==> config.mk <==
export PLATFORM = sky130hd
export DESIGN_NAME = gcd_multi_ci_flat
export DESIGN_NICKNAME = d
export VERILOG_FILES = /design/src/rtl/gcd_multi_ci_if.sv /design/src/rtl/gcd_multi_ci.sv /design/src/flat_wrapper.sv
export SDC_FILE = /design/constraint.sdc
export NUM_CORES = 1
export LEC_CHECK = 0
export BUFFER_PORTS_ARGS = -buffer_cell sky130_fd_sc_hd__buf_2
export CAP_MARGIN = 0
export CORE_ASPECT_RATIO = 1.5
export CORE_MARGIN = 2
export CORE_UTILIZATION = 30
export CTS_CLUSTER_SIZE = 20
export DETAILED_ROUTE_END_ITERATION = 10
export GPL_ROUTABILITY_DRIVEN = 0
export PLACE_DENSITY_LB_ADDON = 0.3
export SETUP_SLACK_MARGIN = 0.15
export SYNTH_ARGS = -nofsm -noshare
export SYNTH_HDL_FRONTEND = slang
export SYNTH_SLANG_ARGS = --single-unit
==> constraint.sdc <==
create_clock -name clk -period 3.19 [get_ports clk]
set_clock_uncertainty 0.2 [all_clocks]
set_input_delay 0 -clock clk [delete_from_list [all_inputs] [get_ports clk]]
set_output_delay 0 -clock clk [all_outputs]
set_load 0.005 [all_outputs]
==> src/rtl/gcd_multi_ci_if.sv <==
// gcd_multi_ci_if: custom-instruction bus (clk_en/start/n/dataa/datab in, done/result out) for gcd_multi_ci
interface gcd_multi_ci_if #(parameter int WIDTH = 32);
  logic             clk_en;
  logic             start;
  logic [1:0]       n;
  logic [WIDTH-1:0] dataa;
  logic [WIDTH-1:0] datab;
  logic             done;
  logic [WIDTH-1:0] result;
  modport master (output clk_en, start, n, dataa, datab, input done, result);
  modport slave (input clk_en, start, n, dataa, datab, output done, result);
endinterface

==> src/rtl/gcd_multi_ci.sv <==
// gcd_multi_ci: multicycle binary-GCD custom instruction; clk, reset (async high), bus = gcd_multi_ci_if slave; n selects GCD / step count / coprime flag
module gcd_multi_ci #(
  parameter int WIDTH = 32,
  parameter int CNT_W = 16
) (
  input logic          clk,
  input logic          reset,
  gcd_multi_ci_if.slave bus
);
  localparam int KW = $clog2(WIDTH);
  typedef enum logic {IDLE, RUN} state_t;
  state_t           state, state_nx;
  logic [WIDTH-1:0] a, b, a_nx, b_nx, g, result, result_nx;
  logic [KW-1:0]    k, k_nx;
  logic [CNT_W-1:0] cnt, cnt_nx;
  logic [1:0]       mode, mode_nx;
  logic             done, done_nx;
  assign bus.done   = done;
  assign bus.result = result;
  always_ff @(posedge clk or posedge reset)
    if (reset) begin
      state  <= IDLE;
      a      <= '0;
      b      <= '0;
      k      <= '0;
      cnt    <= '0;
      mode   <= '0;
      done   <= 1'b0;
      result <= '0;
    end else if (bus.clk_en) begin
      state  <= state_nx;
      a      <= a_nx;
      b      <= b_nx;
      k      <= k_nx;
      cnt    <= cnt_nx;
      mode   <= mode_nx;
      done   <= done_nx;
      result <= result_nx;
    end
  always_comb begin
    state_nx  = state;
    a_nx      = a;
    b_nx      = b;
    k_nx      = k;
    cnt_nx    = cnt;
    mode_nx   = mode;
    done_nx   = done;
    result_nx = result;
    g         = (a == '0) ? b : a << k;
    if (state == IDLE) begin
      done_nx = 1'b0;
      if (bus.start) begin
        a_nx     = bus.dataa;
        b_nx     = bus.datab;
        mode_nx  = bus.n;
        k_nx     = '0;
        cnt_nx   = '0;
        state_nx = RUN;
      end
    end else begin
      cnt_nx = (&cnt) ? cnt : cnt + 1'b1;
      if (a == '0 || b == '0) begin
        state_nx  = IDLE;
        done_nx   = 1'b1;
        result_nx = (mode == 2'd1) ? WIDTH'(cnt_nx) : (mode == 2'd2) ? WIDTH'(g == WIDTH'(1)) : g;
      end else if (!a[0] && !b[0]) begin
        a_nx = a >> 1;
        b_nx = b >> 1;
        k_nx = k + 1'b1;
      end else if (!a[0]) a_nx = a >> 1;
      else if (!b[0]) b_nx = b >> 1;
      else if (a > b) begin
        a_nx = b;
        b_nx = a - b;
      end else b_nx = b - a;
    end
  end
endmodule

==> src/flat_wrapper.sv <==
// flat-port wrapper written by rule: the top's interface ports become plain ports
module gcd_multi_ci_flat 
#(
  parameter int WIDTH = 32,
  parameter int CNT_W = 16
)
  (clk, reset, bus_clk_en, bus_start, bus_n, bus_dataa, bus_datab, bus_done, bus_result);
  gcd_multi_ci_if #(.WIDTH(WIDTH)) bus_i ();
  input logic clk;
  input logic reset;
  input wire logic [$bits(bus_i.clk_en)-1:0] bus_clk_en;
  input wire logic [$bits(bus_i.start)-1:0] bus_start;
  input wire logic [$bits(bus_i.n)-1:0] bus_n;
  input wire logic [$bits(bus_i.dataa)-1:0] bus_dataa;
  input wire logic [$bits(bus_i.datab)-1:0] bus_datab;
  output wire logic [$bits(bus_i.done)-1:0] bus_done;
  output wire logic [$bits(bus_i.result)-1:0] bus_result;
  assign bus_i.clk_en = bus_clk_en;
  assign bus_i.start = bus_start;
  assign bus_i.n = bus_n;
  assign bus_i.dataa = bus_dataa;
  assign bus_i.datab = bus_datab;
  assign bus_done = bus_i.done;
  assign bus_result = bus_i.result;
  gcd_multi_ci #(.WIDTH(WIDTH), .CNT_W(CNT_W)) u_core (.clk(clk), .reset(reset), .bus(bus_i));
endmodule
Word level (Yosys, flattened, before mapping)

Cells that the tools add are included.

Mux-type cells: 29
Equal/unequal tests: 9
Bitwise logic cells: 1
Shift-type cells: 1
$add $sub $neg: 4
Reductions and logical operators: 16
$lt $le $gt $ge: 1

Operators by type and width:

| operator                                             | number |
|---|---|
| 2-to-1 mux 32 bit                                    | 17 |
| zero test 32 bit                                     | 2 |
| subtractor 32 bit                                    | 2 |
| 2-to-1 mux 16 bit                                    | 3 |
| equality test 32 x 1 -> 1 bit, second input constant | 1 |
| greater-than comparator 32 bit                       | 1 |
| << shifter 32 x 5 -> 32 bit                          | 1 |
| 2-to-1 mux 5 bit                                     | 4 |
| adder 16 x 1 -> 16 bit, second input constant        | 1 |
| AND reduction 16 bit                                 | 1 |
| AND reduction 3 bit                                  | 3 |
| inequality test 4 bit, second input constant         | 2 |
| AND reduction 4 bit                                  | 2 |
| inequality test 2 bit, second input constant         | 3 |
| adder 5 x 1 -> 5 bit, second input constant          | 1 |
| 2-to-1 mux 1 bit                                     | 5 |
| AND reduction 5 bit                                  | 1 |
| AND reduction 2 bit                                  | 2 |
| inequality test 3 bit, second input constant         | 1 |
| equality test 2 x 1 -> 1 bit, second input constant  | 1 |
| equality test 2 bit, second input constant           | 1 |
| zero test 1 bit                                      | 2 |
| nonzero test 2 bit                                   | 1 |
| logical AND 1 bit                                    | 1 |
| other kinds (2)                                      | 2 |

Flip-flop bits (word level): 121
Word-level logic and storage cells: 70
Bits of input ports: 70
Output and inout bits: 33

Logic depth before layout (Yosys ltp)

Gate-level depths: netlist of run 1.

Depth after elaboration: 7
Mapped depth: 15
Gate-level depth less buffers: 13

Least setup slack after synthesis of run 1

Ideal clock, no wire load.

Path type: flip-flop to flip-flop
From: register u_core.a[0]
To: register u_core.b[20]
Stages on the path, launching flop included: 14
Library setup time: 133 ps
Path buffers: 2
Required time: 2857 ps
Arrival time: 3071 ps
Period minus slack after synthesis: 3404 ps
Path slack: -214 ps
Cells stage by stage: dfrtp_1 > clkbuf_1 > inv_1 > ha_1 > fa_1 > o21bai_1 > a221oi_1 > o41ai_2 > o21a_1 > buf_4 > a21oi_1 > a221oi_1 > xor2_1 > a21oi_1

Longest elaborated chain between the ends: 7
Elaborated cells on any way between the ends: 16
Those cells by class: add/sub: 2; order compare: 1; eq/ne: 2; mux: 6; reduce/logical: 5

RTL lines:

| element                                   | line               | text |
|---|---|---|
| start: declaration                        | gcd_multi_ci.sv:13 | `logic [WIDTH-1:0] a, b, a_nx, b_nx, g, result, result_nx;` |
| start signal: assignment                  | gcd_multi_ci.sv:32 | `a <= a_nx;` |
| subtractor 32 bit (tied with other cells) | gcd_multi_ci.sv:75 | `end else b_nx = b - a;` |
| 2-to-1 mux 32 bit                         | gcd_multi_ci.sv:72 | `else if (a > b) begin` |
| 2-to-1 mux 32 bit                         | gcd_multi_ci.sv:71 | `else if (!b[0]) b_nx = b >> 1;` |
| 2-to-1 mux 32 bit                         | gcd_multi_ci.sv:70 | `end else if (!a[0]) a_nx = a >> 1;` |
| 2-to-1 mux 32 bit                         | gcd_multi_ci.sv:66 | `end else if (!a[0] && !b[0]) begin` |
| 2-to-1 mux 32 bit                         | gcd_multi_ci.sv:62 | `if (a == '0 \|\| b == '0) begin` |
| 2-to-1 mux 32 bit                         | gcd_multi_ci.sv:50 | `if (state == IDLE) begin` |
| end signal: assignment                    | gcd_multi_ci.sv:33 | `b <= b_nx;` |
| end: declaration                          | gcd_multi_ci.sv:13 |  |

Several ways; a longest one is shown, not always the timed one. The select of a mux whose other input is x is not followed.
A chain may end at the register's enable or synchronous reset.

Worst setup path in the final report of run 1

From: register u_core.a[0]
To: register u_core.a[14]

Longest elaborated chain between the ends: 5
Elaborated cells on any way between the ends: 13
Those cells by class: order compare: 1; eq/ne: 3; mux: 4; reduce/logical: 5

RTL lines:

| element |
|---|
| branches (longest 5 deep; another with greater-than comparator 32 bit) |

Parallel ways; which one is timed is not known. The select of a mux whose other input is x is not followed.

==> flow_metrics.py, run 1 <==
metrics = {
    "critical_path": {
        "crit_chain": "inv_2 > ha_4 > fa_2 > o21bai_4 > a221oi_2 > buf_4 > o41ai_4 > o21ai_4 > buf_12 > buf_6 > buf_6 > a21oi_4 > o21bai_4 > buf_12 > clkbuf_16 > nand2_2 > o21ai_1",
        "slowest_stage": "o41ai_4",
        "r2r-end": "u_core.a[14]$_DFFE_PP0P_",
        "path_class": "flip-flop to flip-flop",
        "required_ps": 3330,
        "start_kind": "flip-flop",
        "timing.rr.start": "u_core.a[0]$_DFFE_PP0P_",
        "crit_path_max_incr_delay_ps": 420,
        "crit_buf_inv": 7,
        "crit_fanout": 6,
        "critical_path.top_delay_family": "compound AO/OA/AOI/OAI gates",
        "reg2regPathDepth": 17,
        "crit_arrival_ps": 3580,
        "r2r_slack_ps": -250,
        "endpoint_kind": "flip-flop",
    },
    "drt": {
        "routed_via_density": 5.732,
        "wirelength_microns": 54410,
        "final_antenna_net_count": 0,
        "drt-pass1-iter-count": 9,
        "drc": 0,
        "routed-via-count": 14460,
        "drt-initial-drc-count": 1277,
        "routedWlPerCell_microns": 21.57,
    },
    "synthesis": {
        "synth_top_family_by_area": "compound AO/OA/AOI/OAI gates",
        "synth_area_sq_um": 11690,
        "synth_xor_area_frac": 0.02996,
        "synth_nets": 1700,
        "synth_compound_area_frac": 0.2894,
        "synth_fa_ha_area_frac": 0.07617,
        "muxShareOfSynthArea": 0.09522,
        "synth_ff_type": "dfrtp_1",
        "yosys.area.top_type": "dfrtp_1",
        "synth_top_cell_area_share": 0.2589,
        "synth_cell_types": 73,
        "ys_seq_area_frac": 0.2589,
        "synthSimpleGateAreaFrac": 0.1808,
        "avgSynthCellArea_sq_um": 7.497,
        "synth.area.top_cells": "dfrtp_1 26%, a21oi_1 9.7%, ha_1 7.3%, o21ai_0 6.9%, nor2_1 5.5%",
        "async_reset_ff_frac": 1.000,
        "synth-edff-count": 0,
        "ys_warn_count": 0,
        "ys_ff_latch": 121,
        "synthCells": 1560,
    },
    "grt": {
        "overflow": 0,
        "grt_pass1_wl_microns": 78960,
        "grt_max_degree": 122,
        "grt_pass1_vias": 14050,
        "track_usage": 0.2545,
        "antenna_found_initial": 0,
    },
    "final_layout": {
        "num_antenna_cells": 0,
        "mostFrequentLayoutCell": "buf_4",
        "fin_cells": 2522,
        "final_nets": 2154,
        "area_growth_pct": 54.52,
        "mostFrequentLayoutCells": "317 x buf_4, 204 x a21oi_1, 158 x nor2_1",
        "utilization": 0.4703,
        "drive_gt1_frac": 0.3651,
        "post-route-cell-area_sq_um": 18070,
    },
    "timing": {
        "grt_setup_unrepaired": "yes",
        "min_period_ps": 3436,
        "fmax_mhz": 291.1,
        "final.setup.tns_ps": -10110,
        "holdWs_ps": 75.10,
        "worstMarginPinSlew_ps": 753.1,
        "timing.final.crit_share": 1.077,
        "slew_viol_final": 0,
        "layout_setup_ws_ps": -245.8,
        "setup_viol": 62,
        "slew_headroom": 0.4979,
        "finalHoldViolations": 0,
    },
    "clock_tree": {
        "cts_buffer_depth": 2,
        "h-tree-depth": 4,
        "cts_tree": "yes",
        "clkLatencyLatePin_ps": 460,
        "cts_root_buffer": "clkbuf_16",
        "path_clk_slew_ps": 70,
        "numCtsBuffers": 17,
        "cts.sinks": 121,
    },
    "floorplanning": {
        "core_sq_um": 38430,
        "die_y_microns": 245.8,
        "io_pins": 103,
        "die-area_sq_um": 40610,
        "die_x_microns": 165.2,
        "rows": 88,
        "start_util": 0.3043,
    },
    "hold_path": {
        "hold_path.class": "input pin to async pin",
    },
    "status": {
        "status": "finished, violations left",
        "violations": "setup timing",
    },
    "placed_design": {
        "placed_cells": 2352,
        "port_buffers": 102,
        "pre_cts_ws_ps": -393.0,
        "placed_area_sq_um": 14870,
        "place_hpwl_microns": 39460,
    },
    "pwr": {
        "design_power_total_mw": 25.61,
        "vdd_drop_max_mv": 0.6357,
        "leakagePower_nw": 8.198,
        "powerDensity_nw_per_um2": 1417,
    },
    "flow_run": {
        "cap_violations": 0,
    },
}
routing by layer:
| layer | routed length [microns] | up-vias | track usage |
|---|---|---|---|
| li1 | - | 6572 | - |
| met1 | 19620 | 6894 | 0.2827 |
| met2 | 27010 | 739 | 0.4489 |
| met3 | 3499 | 252 | 0.03862 |
| met4 | 4284 | 0 | 0.1583 |
| met5 | 0 | - | 0 |
kinds of logic after synthesis:
family                     after synthesis
AOI/OAI and AO/OA                      573
and+or+nand+nor                        481
buffers and inverters                  201
DFF                                    121
muxes                                   74
adders and majority gates               70
xor gates and xnor gates                40
tightest hold or removal path, cell delays in order:
cell	delay (ps)
dlygate4sd3_1	530
buf_2	130
clkinvlp_4	70
buf_12	470
cell usage after synthesis (11+ instances only):
cell type	instances
nor4_1	19
xor2_1	18
mux4_2	22
dfrtp_1	121
inv_1	90
nand3_1	24
nor2_1	171
clkbuf_1	77
mux2_2	13
a221oi_1	11
and3_1	15
o221ai_1	11
nand2_1	168
a21oi_1	226
nor3_1	30
a21o_1	20
nand4_1	24
ha_1	68
o22ai_1	17
mux2i_1	34
buf_2	23
xnor2_1	22
o21ai_0	162
o21bai_1	20
a22oi_1	16
a211oi_1	18
state kept, by name, indices dropped and copies added, names as in the netlist:
name	count
u_core.b	32
u_core.k	5
u_core.a	32
u_core.cnt	16
u_core.bus.result	32
u_core.bus.done	1
u_core.state	1
u_core.mode	2
worst max-delay path by stage:
stage                                   startpoint                        to  depth (start not counted)
after global routing       u_core.a[0]$_DFFE_PP0P_  u_core.b[26]$_DFFE_PP0P_                         15
final                      u_core.a[0]$_DFFE_PP0P_  u_core.a[14]$_DFFE_PP0P_                         17
after global placement     u_core.b[1]$_DFFE_PP0P_  u_core.b[18]$_DFFE_PP0P_                         14
after floorplan            u_core.b[3]$_DFFE_PP0P_  u_core.b[31]$_DFFE_PP0P_                         14
after CTS                 u_core.a[29]$_DFFE_PP0P_  u_core.b[31]$_DFFE_PP0P_                         12
after detailed placement  u_core.b[23]$_DFFE_PP0P_   u_core.b[6]$_DFFE_PP0P_                         12
power by group:
group          internal [mW]  total, mW  switching, mW
combinational           9.83       21.0           11.2
clock                   1.24       2.09          0.851
sequential              1.98       2.47          0.483
timing repair:
item	CTS	global route
pin swaps	46	112
cloned	1	11
gates resized for setup	117	204
buffers inserted	24	33
endpoints found under the setup margin	64	71
hold buffers	69	0
hold endpoints to repair	205	0
final cells by class:
class,instances,area (sq um)
repair buffers,542,4433
inverters,93,354.1
multi-input cells,1239,9014
well taps,495,619.3
clock buffers,17,425.4
flip-flops and latches,121,3038
clock inverters,15,187.7
fillers,3550,20360
No activity file was read; power rests on OpenSTA's default activity.
==> inputs of run 2 (changes only) <==
==> constraint.sdc (replaced) <==
create_clock -name clk -period 3 [get_ports clk]
set_clock_uncertainty 0.2 [all_clocks]
set_input_delay 0 -clock clk [delete_from_list [all_inputs] [get_ports clk]]
set_output_delay 0 -clock clk [all_outputs]
set_load 0.005 [all_outputs]
==> run 2 against run 1 <==
The run still ends with setup timing left. Sequential share of layout area shrank 0.67 points. Sequential power grew 7%. Hold slack gained 66 ps. First-iteration DRC count shrank 3.5%. Fmax grew 3.8%. Combinational power grew 13%. Worst setup slack lost 64 ps. Via count grew 2.4%. Global-route usage grew 0.74 points. Wire length grew 2.7%. Power grew 11%. Critical endpoint is now u_core.b[7]$_DFFE_PP0P_. Largest cell class unchanged. Largest power group unchanged. Highest routed layer unchanged.
==> flow_metrics.py, run 2 (synthesis results as in run 1) <==
metrics = {
    "critical_path": {
        "r2r-end": "u_core.b[7]$_DFFE_PP0P_",
        "required_ps": 3140,
        "reg2regPathDepth": 17,
        "path_class": "flip-flop to flip-flop",
        "r2r_slack_ps": -310,
        "crit_arrival_ps": 3450,
        "critPathLaunch": "u_core.a[31]$_DFFE_PP0P_",
        "timing.rr.start": "u_core.a[31]$_DFFE_PP0P_",
        "endpoint_kind": "flip-flop",
        "start_kind": "flip-flop",
        "crit_fanout": 6,
    },
    "drt": {
        "routed_via_density": 5.725,
        "routed-via-count": 14800,
        "final_antenna_net_count": 0,
        "wirelength_microns": 55910,
        "drt-initial-drc-count": 1232,
        "drc": 0,
        "routedWlPerCell_microns": 21.63,
        "drt-pass1-iter-count": 6,
    },
    "placed_design": {
        "place_hpwl_microns": 40390,
        "pre_cts_ws_ps": -473.2,
        "port_buffers": 102,
    },
    "clock_tree": {
        "h-tree-depth": 4,
        "numCtsBuffers": 17,
        "clkLatencyLatePin_ps": 460,
        "cts.sinks": 121,
        "cts_buffer_depth": 2,
        "path_clk_slew_ps": 70,
        "cts_tree": "yes",
        "cts_root_buffer": "clkbuf_16",
    },
    "hold_path": {
        "holdPathEnd": "u_core.mode[1]$_DFFE_PP0P_",
        "worstHoldPathCells": 3,
        "hp-start": "bus_n[1]",
        "hold_path.class": "input pin to flip-flop",
    },
    "grt": {
        "grt_pass1_wl_microns": 81200,
        "use_met2": 0.4642,
        "grt_pass1_vias": 14460,
        "track_usage": 0.2619,
        "use_met1": 0.2872,
        "antenna_found_initial": 1,
        "grt_busiest_layer": "met2",
        "use_met3": 0.03407,
        "overflow": 0,
        "grt_max_degree": 106,
    },
    "pwr": {
        "leakagePower_nw": 8.592,
        "vdd_drop_max_mv": 0.6485,
        "powerDensity_nw_per_um2": 1511,
    },
    "final_layout": {
        "final_nets": 2216,
        "area_growth_pct": 60.85,
        "mostFrequentLayoutCells": "365 x buf_4, 203 x a21oi_1, 158 x nor2_1",
        "drive_gt1_frac": 0.3983,
        "mostFrequentLayoutCell": "buf_4",
        "reg.largest.list": "u_core.a (32), u_core.b (32), u_core.bus.result (32)",
    },
    "timing": {
        "timing.final.crit_share": 1.103,
        "worstMarginPinSlew_ps": 594.6,
        "min_period_ps": 3309,
        "finalHoldViolations": 0,
        "grt_setup_unrepaired": "yes",
        "holdWs_ps": 140.8,
        "slew_viol_final": 0,
        "fmax_mhz": 302.2,
        "layout_setup_ws_ps": -309.5,
        "setup_viol": 65,
        "slew_headroom": 0.5994,
    },
    "flow_run": {
        "cap_violations": 0,
    },
    "status": {
        "status": "finished, violations left",
        "violations": "setup timing",
    },
    "floorplanning": {
        "die_y_microns": 245.8,
        "rows": 88,
        "core_sq_um": 38430,
        "die_x_microns": 165.2,
        "io_pins": 103,
        "start_util": 0.3043,
        "die-area_sq_um": 40610,
    },
}
## run 2: timing repair
| item | in CTS | in global routing |
|---|---|---|
| pin swaps | 58 | 94 |
| cloned | 2 | 13 |
| resized for setup | 117 | 279 |
| hold buffers | 70 | 0 |
| setup buffers | 27 | 29 |
| hold endpoints to repair | 204 | 0 |
| setup endpoints to repair | 71 | 100 |
## run 2: worst max-delay path: stages, from the launching register on
cell,delay (ps)
dfrtp_1,430
ha_4,300
nand4_1,210
buf_4,220
buf_6,110
nor4_4,320
nand2_2,120
o41ai_4,70
buf_6,170
o21ai_4,110
buf_4,170
buf_6,100
buf_4,130
nor2_4,70
a21oi_2,40
xor2_1,160
a21oi_2,160
o21ai_1,90
## run 2: layer usage
| layer | part of all wire | wire length [microns] |
|---|---|---|
| met4 | 0.081 | 4552 |
| met1 | 0.36 | 19960 |
| met2 | 0.51 | 28250 |
| met3 | 0.056 | 3149 |
| met5 | 0 | 0 |
## run 2: final cells by class
class	count	area (sq um)
clock buffers	19	442.9
multi-input cells	1239	9215
well taps	495	619.3
flip-flops and latches	121	3037
inverters	93	354.1
diodes	1	2.502
repair buffers	604	5044
clock inverters	13	97.59
fillers	3561	19620
## run 2: worst max-delay path by stage
stage	end	slack, ps	cells past startpoint
2_1_floorplan	u_core.b[18]$_DFFE_PP0P_	-80	12
3_3_place_gp	u_core.b[31]$_DFFE_PP0P_	-440	13
3_5_place_dp	u_core.b[31]$_DFFE_PP0P_	-470	13
4_1_cts	u_core.b[18]$_DFFE_PP0P_	-260	11
5_1_grt	u_core.b[31]$_DFFE_PP0P_	-400	16
6_report	u_core.b[7]$_DFFE_PP0P_	-310	17
## run 2: where the power goes
part	switching (mW)	internal [mW]	leakage, nW
registers	0.533	2.11	1.55
logic	12.4	11.4	6.78
clock network	0.907	1.08	0.256
## run 2: metrics by stage
stage          setup TNS, ps  cell area, sq um  power [mW]    util  instances
6_report              -15130             18810       28.43  0.4895       2585
5_1_grt               -21000             18810       29.98  0.4895       2584
4_1_cts               -11030             17360       24.92  0.4517       2542
3_5_place_dp          -15480             15370       21.01  0.4000       2411
3_3_place_gp          -11980             15370       20.95  0.4000       2411
2_1_floorplan         -474.1             11900       12.86       -       1560
==> inputs of run 3 (changes only) <==
--- a/config.mk
+++ b/config.mk
@@ -7,7 +7,7 @@
 export LEC_CHECK = 0
 export BUFFER_PORTS_ARGS = -buffer_cell sky130_fd_sc_hd__buf_2
 export CAP_MARGIN = 0
-export CORE_ASPECT_RATIO = 1.5
+export CORE_ASPECT_RATIO = 1.1
 export CORE_MARGIN = 2
 export CORE_UTILIZATION = 30
 export CTS_CLUSTER_SIZE = 20
==> run 3 against run 2 <==
The flow still finishes with violations (setup timing). Register-to-register slack hardly changed. Non-clock buffer count is 24 lower. Die area hardly changed. Wire length is 6.4% lower.
==> flow_metrics.py, run 3 (synthesis results as in run 1) <==
metrics = {
    "status": {
        "status": "finished, violations left",
        "violations": "setup timing",
    },
    "clock_tree": {
        "cts_buffer_depth": 2,
        "cts.sinks": 121,
        "cts_tree": "yes",
        "clkLatencyLatePin_ps": 450,
        "numCtsBuffers": 17,
        "cts_root_buffer": "clkbuf_16",
        "path_clk_slew_ps": 60,
        "h-tree-depth": 4,
    },
    "final_layout": {
        "drive_gt1_frac": 0.3763,
        "num_antenna_cells": 0,
        "reg.largest.list": "u_core.a (32), u_core.b (32), u_core.bus.result (32)",
        "mostFrequentLayoutCell": "buf_4",
        "post-route-cell-area_sq_um": 18350,
        "mostFrequentLayoutCells": "355 x buf_4, 198 x a21oi_1, 158 x nor2_1",
        "final_nets": 2192,
        "area_growth_pct": 56.93,
    },
    "critical_path": {
        "crit_arrival_ps": 3440,
        "crit_fanout": 5,
        "endpoint_kind": "flip-flop",
        "crit_chain": "ha_1 > nand4_1 > or3_4 > o41ai_4 > buf_4 > o21ai_4 > buf_6 > nor3_4 > a21oi_2 > buf_4 > xor2_2 > o21ai_1 > o22ai_1",
        "crit_path_max_incr_delay_ps": 470,
        "path_class": "flip-flop to flip-flop",
        "start_kind": "flip-flop",
        "cp_common_cell": "buf_4",
        "required_ps": 3120,
        "timing.rr.start": "u_core.a[20]$_DFFE_PP0P_",
        "slowest_stage": "or3_4",
        "critPathLaunch": "u_core.a[20]$_DFFE_PP0P_",
    },
    "floorplanning": {
        "rows": 75,
        "die-area_sq_um": 40580,
        "core_sq_um": 38290,
        "die_x_microns": 192.3,
        "io_pins": 103,
        "start_util": 0.3055,
        "die_y_microns": 211.1,
    },
    "drt": {
        "routed-via-count": 14380,
        "final_antenna_net_count": 0,
        "routedWlPerCell_microns": 20.41,
        "routed_via_density": 5.607,
        "drc": 0,
        "wirelength_microns": 52340,
        "drt-pass1-iter-count": 6,
        "drt-initial-drc-count": 1126,
    },
    "grt": {
        "overflow": 0,
        "grt_max_degree": 106,
        "use_met2": 0.4330,
        "use_met3": 0.03987,
        "grt_pass1_wl_microns": 78250,
        "use_met1": 0.3058,
        "grt_pass1_vias": 13930,
        "antenna_found_initial": 1,
        "track_usage": 0.2526,
        "grt_busiest_layer": "met2",
    },
    "timing": {
        "slew_headroom": 0.2548,
        "timing.final.crit_share": 1.107,
        "slew_viol_final": 0,
        "worstMarginPinSlew_ps": 1118,
        "grt_setup_unrepaired": "yes",
        "min_period_ps": 3321,
        "finalHoldViolations": 0,
        "final.setup.tns_ps": -14260,
        "fmax_mhz": 301.1,
        "layout_setup_ws_ps": -321.3,
        "setup_viol": 63,
        "holdWs_ps": 23.60,
    },
    "placed_design": {
        "port_buffers": 102,
        "pre_cts_ws_ps": -435.9,
        "placed_area_sq_um": 15250,
        "place_hpwl_microns": 39000,
    },
    "flow_run": {
        "cap_violations": 0,
    },
    "hold_path": {
        "hold_path.class": "input pin to async pin",
    },
}
run 3: cell count changes in the layout (fill, tap and decap cells not counted), moves of 6 or more:
cell	delta
buf_12	-7
ha_1	-6
nand2_4	-13
o21ai_1	+18
ha_4	+11
buf_6	+6
clkbuf_16	-9
o21ai_0	+19
a21oi_2	+7
o21ai_2	-38
buf_4	-10
nand2_1	+14
run 3: final timing paths:
check / end / slack [ps] / cells after the start
worst max-delay path: u_core.b[16]$_DFFE_PP0P_ / -320 / 13
worst min-delay path: u_core.bus.result[23]$_DFFE_PP0P_ / 20 / 4
worst max register to register: u_core.b[16]$_DFFE_PP0P_ / -320 / 13
worst min register to register: u_core.bus.result[2]$_DFFE_PP0P_ / 270 / 2
max in group asynchronous: u_core.a[26]$_DFFE_PP0P_ / 1840 / 5
min in group clk: u_core.mode[0]$_DFFE_PP0P_ / 110 / 4
run 3: worst max-delay path, delay by kind of cell, from the launching register on:
family | cells | cell delay (ps)
AOI/OAI and AO/OA | 5 | 820
xor gates and xnor gates | 1 | 140
adders and majority gates | 1 | 310
buffers and inverters | 3 | 480
DFF | 1 | 410
and+or+nand+nor | 3 | 810
run 3: cell type report:
class	instances	area (sq um)
tap	500	625.6
fill	3724	19930
clock inverter	11	191.4
clock buffer	21	470.5
multi-input combinational	1239	9081
sequential	121	3039
inverter	93	354.1
timing repair buffer	580	4591
run 3: metal layers:
| metal | up-vias | share of wire |
|---|---|---|
| li1 | 6626 | - |
| met3 | 183 | 0.069 |
| met5 | - | 0.00021 |
| met2 | 655 | 0.49 |
| met1 | 6915 | 0.39 |
| met4 | 2 | 0.052 |
run 3: stage by stage:
stage                       util  instances
after detailed placement  0.3984       2403
after floorplan                -       1560
after global routing      0.4793       2565
final                     0.4793       2565
after CTS                 0.4574       2534
after global placement    0.3984       2403
run 3: timing repair:
item | in CTS | in global routing
buffers inserted | 29 | 31
setup endpoints to repair | 71 | 77
hold buffers | 69 | 0
pin swaps | 61 | 85
hold endpoints to repair | 205 | 0
gates cloned | 1 | 0
resized for setup | 171 | 140
Power of run 3 is left out: the tool's default activity adds up to more than one toggle a clock period on the data nets, which glitch-free logic cannot reach.
